<file path="src/rtl/stream_merge_2to1_pkg.sv">
// -----------------------------------------------------------------------------
// stream_merge_2to1_pkg
// Shared definitions for the 2:1 packet-aware stream merge.
//   CH0 / CH1     : channel identifiers, also the encoding of out_src
//   state_t       : merge FSM state (IDLE, LOCK0, LOCK1)
//   DATA_W_DEF    : default data width
// -----------------------------------------------------------------------------
package stream_merge_2to1_pkg;

  localparam logic CH0 = 1'b0;
  localparam logic CH1 = 1'b1;

  localparam int DATA_W_DEF = 8;

  // IDLE  : no packet in flight, arbitration is open
  // LOCKn : channel n has started a packet and owns the output until its last beat
  typedef enum logic [1:0] {
    IDLE  = 2'd0,
    LOCK0 = 2'd1,
    LOCK1 = 2'd2
  } state_t;

endpackage

</file>
<file path="src/rtl/stream_merge_2to1_rr_arb2.sv">
// -----------------------------------------------------------------------------
// stream_merge_2to1_rr_arb2 (module rr_arb2)
// Two-requester round-robin grant with a packet lock override. Purely
// combinational; the owner of rr_ptr and the lock state is the caller.
// Ports:
//   req0, req1  in  : request from channel 0 / 1
//   rr_ptr      in  : preferred channel when both request
//   lock        in  : a packet is in flight, grant is pinned to lock_ch
//   lock_ch     in  : channel that owns the lock
//   grant_valid out : a channel is granted this cycle
//   grant       out : granted channel (meaningful only with grant_valid)
// -----------------------------------------------------------------------------
module rr_arb2
  import stream_merge_2to1_pkg::*;
(
  input  logic req0,
  input  logic req1,
  input  logic rr_ptr,
  input  logic lock,
  input  logic lock_ch,
  output logic grant_valid,
  output logic grant
);

  always_comb begin
    grant_valid = 1'b0;
    grant       = CH0;
    if (lock) begin
      // The lock holds even through bubbles on the owning channel, so the
      // other channel can never slip a beat into the middle of a packet.
      grant_valid = 1'b1;
      grant       = lock_ch;
    end else if (req0 && req1) begin
      grant_valid = 1'b1;
      grant       = rr_ptr;
    end else if (req0) begin
      grant_valid = 1'b1;
      grant       = CH0;
    end else if (req1) begin
      grant_valid = 1'b1;
      grant       = CH1;
    end
  end

endmodule

</file>
<file path="src/rtl/stream_merge_2to1.sv">
// -----------------------------------------------------------------------------
// stream_merge_2to1
// Merges two valid/ready packet streams onto one registered output stream.
// Round-robin between packets; once a channel's first beat is taken, that
// channel owns the output until its last beat. Each output beat carries the
// channel it came from on out_src.
//
// Handshake: a beat moves on any interface on a rising edge where valid and
// ready are both high. Producers hold valid/data/last stable until accepted;
// ready may be high without valid. out_ready feeds in0_ready/in1_ready
// combinationally so the output register can retire and reload on one edge.
//
// Ports:
//   clk, rst_n                          : clock, async active-low reset
//   in0_valid/in0_data/in0_last/in0_ready : channel 0 input stream
//   in1_valid/in1_data/in1_last/in1_ready : channel 1 input stream
//   out_valid/out_data/out_last/out_src   : registered output stream
//   out_ready                             : downstream accept
// -----------------------------------------------------------------------------
module stream_merge_2to1
  import stream_merge_2to1_pkg::*;
#(
  parameter int DATA_W = DATA_W_DEF
) (
  input  logic              clk,
  input  logic              rst_n,
  input  logic              in0_valid,
  input  logic [DATA_W-1:0] in0_data,
  input  logic              in0_last,
  output logic              in0_ready,
  input  logic              in1_valid,
  input  logic [DATA_W-1:0] in1_data,
  input  logic              in1_last,
  output logic              in1_ready,
  output logic              out_valid,
  output logic [DATA_W-1:0] out_data,
  output logic              out_last,
  output logic              out_src,
  input  logic              out_ready
);

  state_t state;
  logic   rr_ptr;

  logic grant_valid;
  logic grant;
  logic load_en;
  logic acc0;
  logic acc1;
  logic accept;
  logic acc_ch;
  logic acc_last;
  logic [DATA_W-1:0] acc_data;

  rr_arb2 u_arb (
    .req0        (in0_valid),
    .req1        (in1_valid),
    .rr_ptr      (rr_ptr),
    .lock        (state != IDLE),
    .lock_ch     (state == LOCK1),
    .grant_valid (grant_valid),
    .grant       (grant)
  );

  // The output register can take a new beat when empty or being drained.
  assign load_en = !out_valid || out_ready;

  // Gated by rst_n so both readies drop the moment reset asserts, not just
  // after the registers clear.
  assign in0_ready = rst_n && load_en && grant_valid && (grant == CH0);
  assign in1_ready = rst_n && load_en && grant_valid && (grant == CH1);

  assign acc0     = in0_valid && in0_ready;
  assign acc1     = in1_valid && in1_ready;
  assign accept   = acc0 || acc1;
  assign acc_ch   = acc1 ? CH1 : CH0;
  assign acc_last = acc1 ? in1_last : in0_last;
  assign acc_data = acc1 ? in1_data : in0_data;

  // Output register: loads on accept, empties when drained with nothing new.
  always_ff @(posedge clk or negedge rst_n) begin
    if (!rst_n) begin
      out_valid <= 1'b0;
      out_data  <= '0;
      out_last  <= 1'b0;
      out_src   <= CH0;
    end else if (load_en) begin
      if (accept) begin
        out_valid <= 1'b1;
        out_data  <= acc_data;
        out_last  <= acc_last;
        out_src   <= acc_ch;
      end else begin
        out_valid <= 1'b0;
      end
    end
  end

  // Packet lock FSM; rr_ptr moves only at a packet end, pointing away from
  // the channel that just finished.
  always_ff @(posedge clk or negedge rst_n) begin
    if (!rst_n) begin
      state  <= IDLE;
      rr_ptr <= CH0;
    end else begin
      case (state)
        IDLE: begin
          if (accept) begin
            if (acc_last) rr_ptr <= ~acc_ch;
            else          state  <= acc_ch ? LOCK1 : LOCK0;
          end
        end
        LOCK0, LOCK1: begin
          if (accept && acc_last) begin
            state  <= IDLE;
            rr_ptr <= ~acc_ch;
          end
        end
        default: state <= IDLE;
      endcase
    end
  end

endmodule

</file>
<file path="config.mk">
export PLATFORM = sky130hd
export DESIGN_NAME = stream_merge_2to1
export DESIGN_NICKNAME = d
export VERILOG_FILES = /design/src/rtl/stream_merge_2to1_pkg.sv /design/src/rtl/stream_merge_2to1_rr_arb2.sv /design/src/rtl/stream_merge_2to1.sv
export SDC_FILE = /design/constraint.sdc
export NUM_CORES = 1
export LEC_CHECK = 0
export BUFFER_PORTS_ARGS = -buffer_cell sky130_fd_sc_hd__buf_2
export CELL_PAD_IN_SITES_DETAIL_PLACEMENT = 0
export CELL_PAD_IN_SITES_GLOBAL_PLACEMENT = 1
export CORE_MARGIN = 8
export CORE_UTILIZATION = 37
export CTS_CLUSTER_DIAMETER = 200
export DETAILED_ROUTE_END_ITERATION = 7
export PLACE_DENSITY_LB_ADDON = 0.1
export SLEW_MARGIN = 20
export SYNTH_ARGS = -nofsm -noshare
export SYNTH_HDL_FRONTEND = slang
export SYNTH_SLANG_ARGS = --single-unit
</file>
<file path="constraint.sdc">
create_clock -name clk -period 3.5 [get_ports clk]
set_input_delay 0.175 -clock clk [delete_from_list [all_inputs] [get_ports clk]]
set_output_delay 0.175 -clock clk [all_outputs]
set_load 0.02 [all_outputs]
</file>
==> qor.yml, run 1 <==
worstSetupPathType: "reg2reg"
worst_slew_pin_slew_ns: 0.696
clk_latency_ns: 0.27
placed_area_um2: 1050
setup_viol: 0
hold_viol_final: 0
dr.pass1.iters: 3
nets: 149
ys_seq_area_share_pct: 39.8
postCtsSetupRepairBufs: 0
avgSynthCellArea_um2: 10.3
synthAdderAreaFrac_pct: 4.27
clock_sinks: 14
via_per_inst: 4.98
ys_warn_count: 0
final_cells: 150
synth-xor-area-share_pct: 0
route.met3.wl_um: 132
placedCellCount: 145
total_leakage_power_uw: 0.000573
ios: 36
fin_crit_sh_pct: 60.0
cp.arrival_ns: 2.30
layout_commonest_cell: "buf_2"
grt_first_pass_wirelength_um: 3580
antenna_left: 0
antenna_cells: 0
cts-root-buf: "clkbuf_4"
rr_startpoint: "state[1]"
rsz0062_at_grt: "no"
whs_endpoint: "out_data[5]"
final.setup.worst_slack_ns: 1.40
slew_viol_final: 0
synth-simple-area-share_pct: 16.4
drtIter0Drc: 28
vdd_ir_drop_max_mv: 0.425
port_buffers: 35
cts_tree: "yes"
max_freq_mhz: 477
status: "finished, final reports clean"
cp_max_fo: 18
cellPowerDensity_nw_per_um2: 741
vias: 747
ys_seq_elements: 14
ys_types: 32
startpoint_type: "flop"
highest_layer: "met4"
holdCritPathClass: "in2reg"
wl_met2_um: 915
cts_buffers: 3
cp-end-kind: "flop"
syn_to_final_growth_pct: 24.8
layout_common_cells: "buf_2, dfrtp_1, a21oi_1"
design_area_um2: 1100
period_needed_ns: 2.10
m1WireLength_um: 992
synth_largest_area_cell: "dfrtp_1"
ys_top_cells_by_area: "dfrtp_1, mux2i_1, a21oi_1"
synth_top_area_share_pct: 39.8
clk_path_buf_depth: 2
r2r_cells: 6
seqPwrFrac_pct: 33.9
p_comb_share_pct: 51.9
drc: 0
grt_pass1_vias: 794
r2r_slack_ns: 1.40
synth_fp_nets: 111
grt_antenna_before_repair: 0
tns_ns: 0
netlist_instances: 85
placementRows: 17
dp_hpwl_um: 1620
synth_top_family_by_area: "compound AO/OA/AOI/OAI gates"
syn_area_um2: 880
clk_pin_slew_ns: 0.08
initial_utilization_pct: 39.4
die_area_um2: 4190
grt_usage_pct: 10.4
fin_util_pct: 49.1
p_int_uw: 461
cts_max_level: 1
r2r-end: "rr_ptr"
grt_max_degree: 19
hold_depth: 3
die_w_um: 64.8
critPathRequiredTime_ns: 3.71
clock-skew-final_ns: 0.00118
relSlewSlack_pct: 53.6
gp_congestion: 0.808
clkPwrFrac_pct: 14.1
swShare_pct: 43.3
wl_per_cell_um: 13.7
synth-compound-area-share_pct: 23.2
dp_slack_ns: 1.44
synth_mux_area_share_pct: 10.2
wirelength_um: 2050
cap_violations: 0
core_area_um2: 2230
die_h_um: 64.8
grt-ovfl-total: 0
hp-start: "in1_data[5]"
ctsResizeCount: 0
power.switching_uw: 352
layout-drive-gt1-share_pct: 40.2
[power by group through the flow]
| stage | Clock (µW) | Sequential [µW] | Combinational, µW |
|---|---|---|---|
| after floorplan | 0 | 349 | 245 |
| after global placement | 0 | 276 | 422 |
| after detailed placement | 0 | 280 | 425 |
| after CTS | 119 | 277 | 427 |
| after global routing | 126 | 288 | 466 |
| final | 115 | 276 | 422 |
[cell type report]
cell class | instances | area [µm²]
clock buffers | 4 | 36.3
fillers | 220 | 1140
inverters | 4 | 15.0
multi-input cells | 64 | 475
flip-flops and latches | 14 | 350
well taps | 28 | 35.0
repair buffers | 36 | 185
[logic make-up (layout without fill, tap and decap cells)]
| logic type | Yosys count | count (layout) |
|---|---|---|
| buffers and inverters | 7 | 44 |
| DFF | 14 | 14 |
| and+or+nand+nor | 26 | 26 |
| muxes | 9 | 9 |
| AOI/OAI and AO/OA | 26 | 26 |
| adders and majority gates | 3 | 3 |
[stage by stage]
step	hold slack (ns)	total power (µW)
floorplan	-0.121	594
global placement	0.136	698
detailed placement	0.132	705
CTS	0.192	824
global route	0.201	879
finish	0.196	813
[state kept, by name (all words and copies together), names as in the netlist]
| register | count |
|---|---|
| out_src | 1 |
| state | 2 |
| out_valid | 1 |
| out_last | 1 |
| rr_ptr | 1 |
| out_data | 8 |
[how the worst max path moves through the flow]
stage	slack, ns	depth (start not counted)	from	end
2_1_floorplan	1.79	7	state[0]	out_last
3_3_place_gp	1.47	6	state[0]	rr_ptr
3_5_place_dp	1.44	6	state[0]	rr_ptr
4_1_cts	1.41	6	state[1]	rr_ptr
5_1_grt	1.16	6	state[1]	rr_ptr
6_report	1.40	6	state[1]	rr_ptr
[synthesized netlist by cell type (all sizes together)]
master	count
nor2b	1
and4b	1
nand4b	1
a21o	2
o21ai	3
ha	3
o311ai	1
or2	2
o221a	1
a21oi	12
nor4b	1
mux2i	9
buf	3
dfrtp	14
nor2	9
o2111ai	1
o211ai	2
a211oi	1
inv	4
nand2b	3
nand3	2
nand2	6
a2bb2oi	1
a31oi	2
[critical path, stage by stage, from the launching register on]
cell	delay, ns
dfrtp_1	0.44
inv_1	0.08
ha_1	0.34
o2111ai_4	0.22
o21ai_2	0.62
a31oi_1	0.17
a21oi_1	0.14
[what timing repair did]
| item | 4_1_cts | 5_1_grt |
|---|---|---|
| endpoints found under the hold margin | 14 | 0 |
| hold buffers | 1 | 0 |
| endpoints found under the setup margin | 0 | 0 |
[metal layers]
metal	track usage, %	vias up
li1	-	384
met3	4.81	2
met5	0	-
met1	13.2	340
met2	15.9	21
met4	1.63	0
No activity file was read; power rests on OpenSTA's default activity.
==> inputs of run 2 (changes only) <==
- ABC_AREA: not set -> 1
- CORE_UTILIZATION: 37 -> 32
- clock period: 3.5 -> 2.2 ns (I/O delays scaled with it)
==> qor.yml, run 2 <==
clkPwrFrac_pct: 9.8  # -4.3 points
dp_hpwl_um: 1860  # +15%
clk_latency_ns: 0.28  # about the same
syn_area_um2: 848  # -3.6%
yosysMostFrequentCell: "nand2_1"
clk_pin_slew_ns: 0.09  # about the same
cts_max_level: 1  # unchanged
postCtsSetupRepairBufs: 0  # unchanged
status: "finished, final reports clean"
vdd_ir_drop_max_mv: 0.532  # +25%
nFillCells: 286  # +30%
grt_pass1_vias: 917  # +15%
die_w_um: 67.5  # +4.2%
port_buffers: 35  # unchanged
ys_warn_count: 0  # unchanged
hold_viol_final: 0  # unchanged
via_per_inst: 4.65  # -6.6%
synth_commonest_cells: "nand2_1, dfrtp_1, inv_1, nand3_1, nor2_1"
synth_fp_nets: 137  # +23%
largest_reg_flops: 8  # unchanged
grt_max_degree: 13  # -6
cpPeakStageDelay_ns: 0.39  # -0.23 ns
synth_largest_area_cell: "dfrtp_1"
clock-skew-final_ns: 0.00895  # +0.00777 ns
swShare_pct: 48.5  # +5.3 points
synthFlopType: "dfrtp_1"
fin_crit_sh_pct: 88.4  # +28 points
startpoint_type: "flop"
max_freq_mhz: 514  # +7.8%
dr.pass1.iters: 3  # unchanged
syn_to_final_growth_pct: 28.0
initial_utilization_pct: 33.9  # -5.4 points
path_cells: "inv_1 > ha_1 > inv_2 > nand2_2 > inv_2 > nor2_4 > nand3_4 > nand2_2 > buf_4 > nor2_1 > a31oi_1"
ys_seq_elements: 14  # unchanged
netlist_instances: 111  # +31%
power.switching_uw: 722  # +110%
cp.arrival_ns: 2.15  # -0.15 ns
seqPwrFrac_pct: 30.7  # -3.2 points
grt_antenna_before_repair: 0  # unchanged
tns_ns: 0  # unchanged
clk_path_buf_depth: 2  # unchanged
relSlewSlack_pct: 82.9  # +29 points
p_comb_share_pct: 59.5  # +7.6 points
top_register: "out_data"
layout_commonest_cell: "nand2_1"
antenna_cells: 0  # unchanged
cap_violations: 0  # unchanged
ys_top_cells_by_area: "dfrtp_1, nand2_1, nand3_1"
synth_edf_count: 0  # unchanged
holdCritPathClass: "in2reg"
total_leakage_power_uw: 0.000596  # +4.1%
cts-root-buf: "clkbuf_4"
dp_slack_ns: 0.247  # -1.19 ns
p_int_uw: 766  # +66%
ios: 36  # unchanged
ys_seq_area_share_pct: 41.3  # +1.5 points
core_area_um2: 2500  # +12%
clock_sinks: 14  # unchanged
drc: 0  # unchanged
ys_types: 20  # -38%
layout_common_cells: "nand2_1, buf_2, dfrtp_1"
cts_tree: "yes"
cp_max_fo: 12  # -6
synth_top_area_share_pct: 41.3  # +1.5 points
grt-ovfl-total: 0  # unchanged
setup_viol: 0  # unchanged
final.setup.worst_slack_ns: 0.254  # -1.15 ns
gp_congestion: 0.779  # -3.6%
layout-drive-gt1-share_pct: 36.0  # -4.2 points
wirelength_um: 2260  # +10%
drtIter0Drc: 36  # +29%
antenna_left: 0  # unchanged
cp-end-kind: "flop"
nets: 178  # +19%
async_flop_share_pct: 100  # unchanged
worstSetupPathType: "reg2reg"
cts_buffers: 3  # unchanged
grt_first_pass_wirelength_um: 3860  # +7.7%
biggestRegsByFlops: "out_data (8), state (2)"
r2r_cells: 11  # +5
slew_viol_final: 0  # unchanged
avgSynthCellArea_um2: 7.64  # -26%
p_total_uw: 1490  # +83%
cp_slowest_cell: "dfrtp_1"
die_area_um2: 4550  # +8.6%
vias: 837  # +12%
critPathRequiredTime_ns: 2.40  # -1.31 ns
timing.hold.ws_ns: 0.0786  # -0.117 ns
wl_per_cell_um: 12.6  # -8.1%
period_needed_ns: 1.95  # -0.153 ns
worst_slew_pin_slew_ns: 0.257  # -0.439 ns
rsz0062_at_grt: "no"
placementRows: 18  # +1
cellPowerDensity_nw_per_um2: 1370  # +85%
hold_depth: 3  # unchanged
grt_usage_pct: 10.8  # +0.42 points
die_h_um: 67.5  # +4.2%
## run 2: metrics by stage
stage | std cells | util [%] | cell area (µm²)
4_1_cts | 180 | 43.4 | 1090
2_1_floorplan | 111 | - | 848
3_5_place_dp | 176 | 42.1 | 1050
3_3_place_gp | 176 | 42.1 | 1050
6_report | 180 | 43.4 | 1090
5_1_grt | 180 | 43.4 | 1090
## run 2: final cells by class
class                      count  area [µm²]  area share (%)
sequential                    14         350            32.3
timing repair buffer          39         208            19.1
inverter                      14        52.6            4.84
clock buffer                   3        22.5            2.07
tap                           30        37.5            3.46
multi-input combinational     80         415            38.2
## run 2: path summary, 6_finish.rpt
path,slack (ns),endpoint,from
max,0.25,out_data[6],state[0]
min,0.08,out_data[4],in1_data[4]
max reg2reg,0.25,out_data[6],state[0]
min reg2reg,0.49,out_src,out_src
max in group asynchronous,1.64,out_data[5],rst_n
min in group asynchronous,0.18,state[0],rst_n
## run 2: timing repair
action,CTS,global route
hold buffers,1,0
endpoints found under the hold margin,14,0
resized for setup,0,0
## run 2: logic make-up (layout without fill, tap and decap cells)
| family | Yosys count | after routing | share of synthesized area (%) |
|---|---|---|---|
| adder cells (fa/ha/maj) | 3 | 3 | 4.43 |
| AND/OR/NAND/NOR | 68 | 68 | 36.6 |
| flip-flops | 14 | 14 | 41.3 |
| buffers and inverters | 17 | 56 | 9.73 |
| AO/OA/AOI/OAI | 9 | 9 | 7.96 |
## run 2: per-layer routing
metal  vias to the layer above  global-route usage [%]  part of all wire [%]
met2                        21                    18.8                    50
met1                       385                    12.4                    45
met5                         -                       0                     0
met4                         0                    4.70                  0.75
met3                         2                    2.32                   4.6
li1                        429                       -                     -
## run 2: worst max-delay path, delay by kind of cell (launching register included)
family,cells,cell delay [ns]
buffers and inverters,4,0.47
adder cells (fa/ha/maj),1,0.31
AND/OR/NAND/NOR,5,0.56
flip-flops,1,0.39
AO/OA/AOI/OAI,1,0.14
## run 2: power by group through the flow
| stage | sequential (µW) | clock [µW] | combinational [µW] |
|---|---|---|---|
| CTS | 460 | 160 | 903 |
| global route | 479 | 161 | 1010 |
| detailed placement | 462 | 0 | 901 |
| finish | 457 | 146 | 885 |
| global placement | 455 | 0 | 897 |
| floorplan | 576 | 0 | 557 |
==> inputs of run 3 (changes only) <==
- CORE_MARGIN: 8 -> not set
- clock period: 2.2 -> 2.1 ns (I/O delays scaled with it)
==> qor.yml, run 3 (synthesized netlist as in run 2, its figures left out) <==
worstSetupPathType: "reg2reg"
cellPowerDensity_nw_per_um2: 1440  # +5.1%
power.switching_uw: 743  # +2.9%
top_register: "out_data"
biggestRegsByFlops: "out_data (8), state (2)"
cts-root-buf: "clkbuf_4"
antenna_cells: 0  # unchanged
path_cells: "inv_1 > ha_1 > nand3_1 > nand3_4 > buf_4 > clkinv_1 > nand2_1 > a31oi_2"
cp-end-kind: "flop"
wirelength_um: 1830  # -19%
layout-drive-gt1-share_pct: 36.8  # +0.84 points
initial_utilization_pct: 33.9  # unchanged
via_per_inst: 4.47  # -3.8%
placementRows: 18  # unchanged
die_h_um: 53.5  # -21%
clk_pin_slew_ns: 0.09  # about the same
max_freq_mhz: 535  # +4.0%
cp_max_fo: 10  # -2
core_area_um2: 2500  # unchanged
largest_reg_flops: 8  # unchanged
ctsResizeCount: 0  # unchanged
grt_pass1_vias: 741  # -19%
ios: 36  # unchanged
grt_max_degree: 14  # +1
fin_crit_sh_pct: 89.1  # +0.61 points
antenna_left: 0  # unchanged
nets: 179  # +0.56%
dp_hpwl_um: 1470  # -21%
gp_congestion: 0.802  # +2.8%
clock_sinks: 14  # unchanged
grt_antenna_before_repair: 0  # unchanged
cts_max_level: 1  # unchanged
holdCritPathClass: "in2reg"
cap_violations: 0  # unchanged
rsz0062_at_grt: "no"
grt_usage_pct: 15.1  # +4.4 points
tns_ns: 0  # unchanged
swShare_pct: 46.6  # -1.9 points
relSlewSlack_pct: 82.9  # about the same
clkPwrFrac_pct: 12.0  # +2.2 points
vdd_ir_drop_max_mv: 0.702  # +32%
total_leakage_power_uw: 0.000609  # +2.1%
startpoint_type: "flop"
vias: 814  # -2.7%
dr.pass1.iters: 3  # unchanged
layout_commonest_cell: "nand2_1"
die_area_um2: 2860  # -37%
cpPeakStageDelay_ns: 0.39  # about the same
port_buffers: 35  # unchanged
die_w_um: 53.5  # -21%
hold_buffers: 1  # unchanged
cts_tree: "yes"
clk_path_buf_depth: 2  # unchanged
hold_depth: 3  # unchanged
setup_viol: 0  # unchanged
cp.arrival_ns: 2.03  # -0.12 ns
critPathRequiredTime_ns: 2.26  # -0.14 ns
wl_per_cell_um: 10.0  # -20%
p_comb_share_pct: 58.3  # -1.2 points
layout_common_cells: "nand2_1, buf_2, dfrtp_1"
cts_buffers: 3  # unchanged
seqPwrFrac_pct: 29.7  # -1.0 points
cp_slowest_cell: "dfrtp_1"
grt_first_pass_wirelength_um: 3060  # -21%
syn_to_final_growth_pct: 30.5
r2r_cells: 8  # -3
clk_latency_ns: 0.27  # about the same
clock-skew-final_ns: 0.00355  # -0.00540 ns
hold_viol_final: 0  # unchanged
timing.hold.ws_ns: 0.0741  # -0.00449 ns
slew_viol_final: 0  # unchanged
drtIter0Drc: 7  # -81%
drc: 0  # unchanged
grt-ovfl-total: 0  # unchanged
status: "finished, final reports clean"
postCtsSetupRepairBufs: 0  # unchanged
p_int_uw: 850  # +11%
worst_slew_pin_slew_ns: 0.255  # -0.00230 ns
period_needed_ns: 1.87  # -0.0755 ns
run 3: cell types whose count changed in the layout (fill, tap and decap cells not counted):
cell	delta
clkbuf_8	+1
buf_4	+1
run 3: area by class of cell:
class | count | area, µm²
flip-flops and latches | 14 | 350
clock buffers | 4 | 36.3
multi-input cells | 80 | 415
inverters | 14 | 52.6
fillers | 272 | 1390
repair buffers | 40 | 215
well taps | 30 | 37.5
run 3: final timing paths:
path	end	from	slack, ns
worst max-delay path	out_data[2]	state[0]	0.23
worst min-delay path	out_data[5]	in1_data[5]	0.07
worst max register to register	out_data[2]	state[0]	0.23
worst min register to register	out_src	out_src	0.48
max in group asynchronous	state[1]	rst_n	1.58
min in group asynchronous	out_valid	rst_n	0.15
run 3: per-stage QoR:
step / area, µm² / power, µW / cells / setup slack [ns] / utilization (%)
2_1_floorplan: 848 / 1190 / 111 / 0.183 / -
3_3_place_gp: 1060 / 1420 / 177 / 0.182 / 42.4
3_5_place_dp: 1060 / 1430 / 177 / 0.177 / 42.4
4_1_cts: 1110 / 1630 / 182 / 0.168 / 44.3
5_1_grt: 1110 / 1760 / 182 / 0.0215 / 44.3
6_report: 1110 / 1590 / 182 / 0.230 / 44.3
run 3: routing by layer:
metal	track usage, %	vias up	wire length [µm]
li1	-	430	-
met2	24.6	22	844
met4	6.58	0	13
met5	0	-	0
met1	19.8	360	879
met3	2.01	2	90
run 3: power groups by stage:
| stage | clock, µW | sequential, µW | combinational (µW) |
|---|---|---|---|
| 2_1_floorplan | 0 | 603 | 583 |
| 3_3_place_gp | 0 | 479 | 938 |
| 3_5_place_dp | 0 | 480 | 946 |
| 4_1_cts | 202 | 475 | 949 |
| 5_1_grt | 211 | 493 | 1050 |
| 6_report | 191 | 473 | 929 |
run 3: critical path: cells and delay by family (launching register included):
| kind | cells | cell delay (ns) |
|---|---|---|
| adders and majority gates | 1 | 0.30 |
| AOI/OAI and AO/OA | 1 | 0.08 |
| and+or+nand+nor | 3 | 0.45 |
| DFF | 1 | 0.39 |
| buffers and inverters | 3 | 0.54 |
